File: src/rtl/tone_seq_ctrl.sv
`default_nettype none
`timescale 1ns/1ps
// ============================================================================
//  Module   : tone_seq_ctrl
//  Brief    : Melody sequencer. Steps through a small table of
//             (note code, duration) entries and drives the note code and tone
//             enable of the square-wave tone path, with a silent gap after
//             each note, one-shot or looped playback, and an abort input.
//  Revision : 1.0 - initial release
// ============================================================================
module tone_seq_ctrl #(
  parameter int          DEPTH      = 16,
  parameter int          BEAT_DIV   = 3_125_000,
  parameter int          GAP_CYCLES = 250_000,
  parameter logic [7:0]  MAX_NOTE   = 8'h24,
  localparam int         AW         = $clog2(DEPTH)
) (
  input  logic          clk,
  input  logic          rst_n,
  input  logic          we,
  input  logic [AW-1:0] waddr,
  input  logic [7:0]    wnote,
  input  logic [3:0]    wdur,
  input  logic          start,
  input  logic          stop,
  input  logic          loop,
  input  logic [AW-1:0] last_addr,
  output logic [7:0]    note,
  output logic          tone_en,
  output logic          busy,
  output logic          done,
  output logic [AW-1:0] cur_addr
);

  // Counter widths sized to their limits; a one-cycle gap still needs one bit.
  localparam int BW = $clog2(BEAT_DIV);
  localparam int GW = (GAP_CYCLES > 1) ? $clog2(GAP_CYCLES) : 1;

  localparam logic [BW-1:0] C_BEAT_LAST = BW'(BEAT_DIV - 1);
  localparam logic [GW-1:0] C_GAP_LAST  = GW'(GAP_CYCLES - 1);
  localparam logic [AW-1:0] C_ADDR_TOP  = AW'(DEPTH - 1);

  typedef enum logic [1:0] {
    S_IDLE  = 2'd0,
    S_FETCH = 2'd1,
    S_PLAY  = 2'd2,
    S_GAP   = 2'd3
  } state_t;

  state_t          r_state;
  logic [11:0]     r_mem [DEPTH];
  logic [7:0]      r_lat_note;
  logic [3:0]      r_beats_left;
  logic [BW-1:0]   r_beat_cnt;
  logic [GW-1:0]   r_gap_cnt;

  logic [11:0]     w_rd;
  logic            w_audible;
  logic [AW-1:0]   w_next_addr;

  // Table read port; sampled only on the FETCH edge, so a same-edge write
  // to that entry is seen on its next fetch (read-before-write).
  assign w_rd        = r_mem[cur_addr];
  assign w_audible   = (r_lat_note != 8'h00) && (r_lat_note <= MAX_NOTE);
  assign w_next_addr = (cur_addr == C_ADDR_TOP) ? '0 : cur_addr + AW'(1);

  // Table storage: written in any state, never reset.
  always_ff @(posedge clk) begin
    if (we) begin
      r_mem[waddr] <= {wnote, wdur};
    end
  end

  // Playback FSM. NOTE/TONE_EN are registered from the state being left,
  // so they trail the state by one cycle except when dropping to IDLE,
  // where they are cleared on the same edge.
  always_ff @(posedge clk or negedge rst_n) begin
    if (!rst_n) begin
      r_state      <= S_IDLE;
      r_lat_note   <= 8'h00;
      r_beats_left <= 4'd0;
      r_beat_cnt   <= '0;
      r_gap_cnt    <= '0;
      note         <= 8'h00;
      tone_en      <= 1'b0;
      busy         <= 1'b0;
      done         <= 1'b0;
      cur_addr     <= '0;
    end else begin
      done <= 1'b0;
      if (r_state == S_IDLE) begin
        note    <= 8'h00;
        tone_en <= 1'b0;
        if (start && !stop) begin
          cur_addr <= '0;
          busy     <= 1'b1;
          r_state  <= S_FETCH;
        end
      end else if (stop) begin
        // Abort wins over everything, including a completing gap.
        r_state <= S_IDLE;
        busy    <= 1'b0;
        note    <= 8'h00;
        tone_en <= 1'b0;
      end else begin
        case (r_state)
          S_FETCH: begin
            tone_en      <= 1'b0;
            r_lat_note   <= w_rd[11:4];
            r_beats_left <= w_rd[3:0];
            r_beat_cnt   <= '0;
            r_state      <= S_PLAY;
          end
          S_PLAY: begin
            note    <= r_lat_note;
            tone_en <= w_audible;
            if (r_beat_cnt == C_BEAT_LAST) begin
              r_beat_cnt <= '0;
              if (r_beats_left == 4'd0) begin
                r_gap_cnt <= '0;
                r_state   <= S_GAP;
              end else begin
                r_beats_left <= r_beats_left - 4'd1;
              end
            end else begin
              r_beat_cnt <= r_beat_cnt + BW'(1);
            end
          end
          S_GAP: begin
            tone_en <= 1'b0;
            if (r_gap_cnt == C_GAP_LAST) begin
              if (cur_addr != last_addr) begin
                cur_addr <= w_next_addr;
                r_state  <= S_FETCH;
              end else if (loop) begin
                cur_addr <= '0;
                r_state  <= S_FETCH;
              end else begin
                r_state <= S_IDLE;
                busy    <= 1'b0;
                done    <= 1'b1;
                note    <= 8'h00;
              end
            end else begin
              r_gap_cnt <= r_gap_cnt + GW'(1);
            end
          end
          default: begin
            r_state <= S_IDLE;
            busy    <= 1'b0;
          end
        endcase
      end
    end
  end

endmodule
`default_nettype wire

File: config.mk
export PLATFORM = sky130hd
export DESIGN_NAME = tone_seq_ctrl
export DESIGN_NICKNAME = d
export VERILOG_FILES = /design/src/rtl/tone_seq_ctrl.sv
export SDC_FILE = /design/constraint.sdc
export NUM_CORES = 1
export LEC_CHECK = 0
export CAP_MARGIN = 40
export CORE_UTILIZATION = 55
export CTS_CLUSTER_DIAMETER = 200
export DETAILED_ROUTE_END_ITERATION = 6
export GPL_TIMING_DRIVEN = 1
export PLACE_DENSITY = 0.78
export SYNTH_ARGS = -nofsm -noshare
export SYNTH_HDL_FRONTEND = slang
export SYNTH_SLANG_ARGS = --single-unit
File: constraint.sdc
create_clock -name clk -period 2.2 [get_ports clk]
set_input_delay 0.44 -clock clk [delete_from_list [all_inputs] [get_ports clk]]
set_output_delay 0.44 -clock clk [all_outputs]
set_load 0.01 [all_outputs]
==> Implementation_results.wiki <==
{| class="wikitable"
! Metric !! Value
|-
| Status || finished, violations left
|-
| Failing checks || setup timing
|-
| Largest net degree at the start of global routing || 50
|-
| Count of final max-slew check failures || 0
|-
| Cell family with the largest share of critical-path delay || simple AND/OR/NAND/NOR gates
|-
| Origin of the critical flop-to-flop path || r_beat_cnt[20]
|-
| Remaining routing DRC violations || 0
|-
| Largest clock skew in the final design || 0.00981 ns
|-
| Number of antenna violations at the first check in global routing || 0
|-
| Post-Layout Inst Area || 0.0142 mm²
|-
| Floorplan die height || 146 µm
|-
| H-Tree Depth || 1
|-
| WL/cell || 21.7 µm
|-
| Max frequency || 448 MHz
|-
| Total power divided by cell area || 1160 mW/mm²
|-
| Warnings from Yosys || 0
|-
| Worst min-delay path category || in -> async
|-
| Peak supply drop || around 0.00077 V
|-
| Unrepaired setup endpoints after global routing || yes
|-
| Number of non-filler instances in the completed layout || 1194
|-
| Kind of critical path || reg -> reg
|-
| Wire length reported by the detailed router || 26.0 mm
|-
| Post-synthesis cell type with the largest combined area || edfxtp_1
|-
| Number of fill cells || 1257
|-
| Global router's overall resource usage || 25.4%
|-
| Total placed instance area || about 0.013 mm²
|-
| Synth unique cells || 67
|-
| Clock buffers created by TritonCTS || 27
|-
| Most common library cell in the layout ignoring fill and taps || edfxtp_1
|-
| Weighted congestion reported at the end of routability-driven placement || 0.835
|-
| Via Count || between 7000 and 8000
|-
| Fraction of registers with async set/reset || 26.4%
|-
| Number of buffers on the longest clock path || 3
|-
| Mapped Cells || 758
|-
| Reg2reg path depth || 6
|-
| FF+latch count, synth || around 260
|-
| Shortest period the worst path allows || 2.23 ns
|-
| Port bufs || 40
|-
| Largest cells by area after synthesis || edfxtp_1 (51%), dfrtp_1 (15%), mux4_2 (8.1%), nand2_1 (1.8%), mux2_2 (1.7%)
|-
| Post-Place Cells || 1132
|-
| Post-synthesis share of cell area spent on xor and xnor gates || 1.85%
|-
| Summed instance area of the synthesized netlist || approximately 0.011 mm²
|-
| Initial core utilization || roughly 56%
|-
| Reg2reg end || r_gap_cnt[2]
|-
| Insertion delay of the later-clocked pin in the worst-skew pair || 0.55 ns
|-
| Measured slew at the worst slew-check pin || 0.554 ns
|-
| CTS tree || built
|-
| Top fanout value on the critical path || 17
|-
| Remaining number of nets flagged by the antenna check after routing || 0
|-
| Main combinational cell family by area after synthesis || multiplexers
|-
| Normalized max-slew margin || 62.9%
|-
| Depth of the critical timing path with buffers and inverters included || 6
|-
| Area of the die || roughly 0.021 mm²
|-
| CP Capture Type || flip-flop
|-
| Number of max-cap violations || 0
|-
| Area growth from synthesis to layout || 25.1%
|-
| Clock slew at the register clock pins of the worst setup and hold paths || approximately 0.06 ns
|-
| Fraction of final layout cells sized beyond drive strength 1 || 28.6%
|-
| Top_reg_cell synth || edfxtp_1
|-
| Count of nets after finishing || 938
|-
| Final count of hold timing violations || 0
|-
| Sequential cell area fraction in the yosys report || 66.0%
|-
| Worst reg-to-reg setup slack || -0.03 ns
|-
| Floorplan core area || 0.0202 mm²
|-
| Number of top-level pins || 41
|-
| Critical-path cell list || or4b_4 > nor4b_4 > a41oi_2 > buf_6 > or4_1 > o211ai_1
|-
| Mux cell area share after synthesis || 11.3%
|-
| Detailed Routing Iterations Pass 1 || 5
|-
| Remaining global-route overflow || 0
|-
| Worst Slack Setup Final || -0.0336 ns
|-
| Startpoint Class || flip-flop
|-
| Setup violations, final || 8
|-
| Setup TNS || -0.120 ns
|-
| Hold WS || 0.399 ns
|-
| Buffer type at the clock tree root || clkbuf_16
|-
| Post-synthesis share of cell area spent on and, or, nand and nor gates || 10.0%
|-
| Standard-cell row count || 52
|-
| Top-area cell type share of the netlist area || 50.8%
|-
| Top library cells by usage in the layout, fill and taps aside || edfxtp_1 (192), buf_4 (90), dfrtp_1 (66), nand2_1 (52), nor2_1 (46)
|-
| DIE WIDTH || 146 µm
|-
| Critical path arrival || 2.69 ns
|-
| Post-synth EDFFs || 192
|-
| Required time at the endpoint of the critical path || between 2 and 3 ns
|-
| Post-DP HPWL || 16.6 mm
|-
| Standby leakage power || 5.12 nW
|-
| Vias in the first global route || 7794
|-
| Initial detailed-routing violation count || 556
|-
| Num Clock Sinks || around 260
|-
| Adder-cell area share of the yosys netlist || less than 1%
|-
| Part of the cycle the worst path needs || 102%
|-
| Routed vias/inst || ~6.2
|-
| Number of diodes || 0
|-
| Compound-gate portion of the synthesized area || 7.61%
|-
| Critical path's largest stage delay || 0.55 ns
|-
| Number of buffers and inverters on the critical path || 1
|-
| Overall Power || 16.5 mW
|-
| Net count after synthesis || 793
|-
| First-pass GRT wire length || between 40 and 50 mm
|-
| Syn Area/Cell || 15.0 µm²
|-
| Critical-path cell with the highest stage delay || or4b_4
|}
-- worst max path at each step --
stage	start	to	slack, ns
detailed placement	last_addr[0]	cur_addr[1]	-0.40
floorplan	r_state[0]	r_beat_cnt[21]	-0.02
CTS	r_gap_cnt[0]	cur_addr[2]	-0.04
global placement	last_addr[1]	note[1]	-0.26
finish	r_beat_cnt[20]	r_gap_cnt[2]	-0.03
global route	r_gap_cnt[1]	note[1]	-0.1
-- metal layers --
layer | part of all wire, % | GRT usage [%] | wire, µm | up-vias
met5 | 0 | 0 | 0 | -
met3 | 6.6 | 4.36 | 1720 | 67
li1 | - | - | - | 3247
met1 | 39 | 32.3 | 10200 | 3762
met2 | 51 | 44.4 | 13300 | 316
met4 | 3.1 | 8.42 | 802 | 0
-- cell families after synthesis --
kind of cell,Yosys count
multiplexers,75
XOR/XNOR,24
AO/OA/AOI/OAI,117
adder cells (fa/ha/maj),9
AND/OR/NAND/NOR,213
flip-flops,261
buffers and inverters,59
-- sequential cells by signal (all words and copies together) (netlist names) --
register,count
r_state,2
done,1
busy,1
r_lat_note,8
r_beats_left,4
tone_en,1
note,8
r_gap_cnt,18
r_beat_cnt,22
cur_addr,4
r_mem,192
-- cells in the mapped netlist, types with 10 or more instances --
cell type and instances:
o21ai_0 28, inv_1 22, xor2_1 11, nor3_1 15, mux4_2 41, mux2i_1 17
dfrtp_1 69, edfxtp_1 192, and3_1 10, mux2_2 17, clkbuf_1 26, nand2_1 53
nand3_1 20, nor2_1 46, nand2b_1 12, a211oi_1 10, xnor2_1 13, a221o_1 10
a21o_1 11
-- final cells by class --
type / count / area (µm²) / share of cell area [%]
multi-input combinational: 438 / 3870 / 27.3
clock buffer: 32 / 694 / 4.89
timing repair buffer: 153 / 1480 / 10.4
inverter: 22 / 82.6 / 0.582
clock inverter: 18 / 235 / 1.66
sequential: 261 / 7500 / 52.8
tap: 270 / 338 / 2.38
-- report_power, final --
group	internal, mW	switching, mW	total [mW]
Sequential	5.75	0.407	6.15
Clock	2.86	1.92	4.78
Combinational	2.79	2.74	5.53
-- worst register-to-register path, delay by kind of cell (launching register included) --
family,cells,cell delay [ns]
flops,1,0.38
simple gates,3,1.26
compound gates,2,0.29
buf+inv,1,0.20
-- repair_timing --
action | CTS | global route
hold endpoints to repair | 20 | 0
endpoints found under the setup margin | 33 | 60
pin swaps | 4 | 6
buffers inserted | 9 | 2
resized for setup | 14 | 34
hold buffers | 1 | 0
-- metrics by stage --
stage | worst slack (ns) | utilization, %
2_1_floorplan | -0.0164 | -
3_3_place_gp | -0.258 | 64.0
3_5_place_dp | -0.398 | 64.0
4_1_cts | -0.0426 | 69.3
5_1_grt | -0.0999 | 70.2
6_report | -0.0336 | 70.2
(Power assumes the default switching activity.)
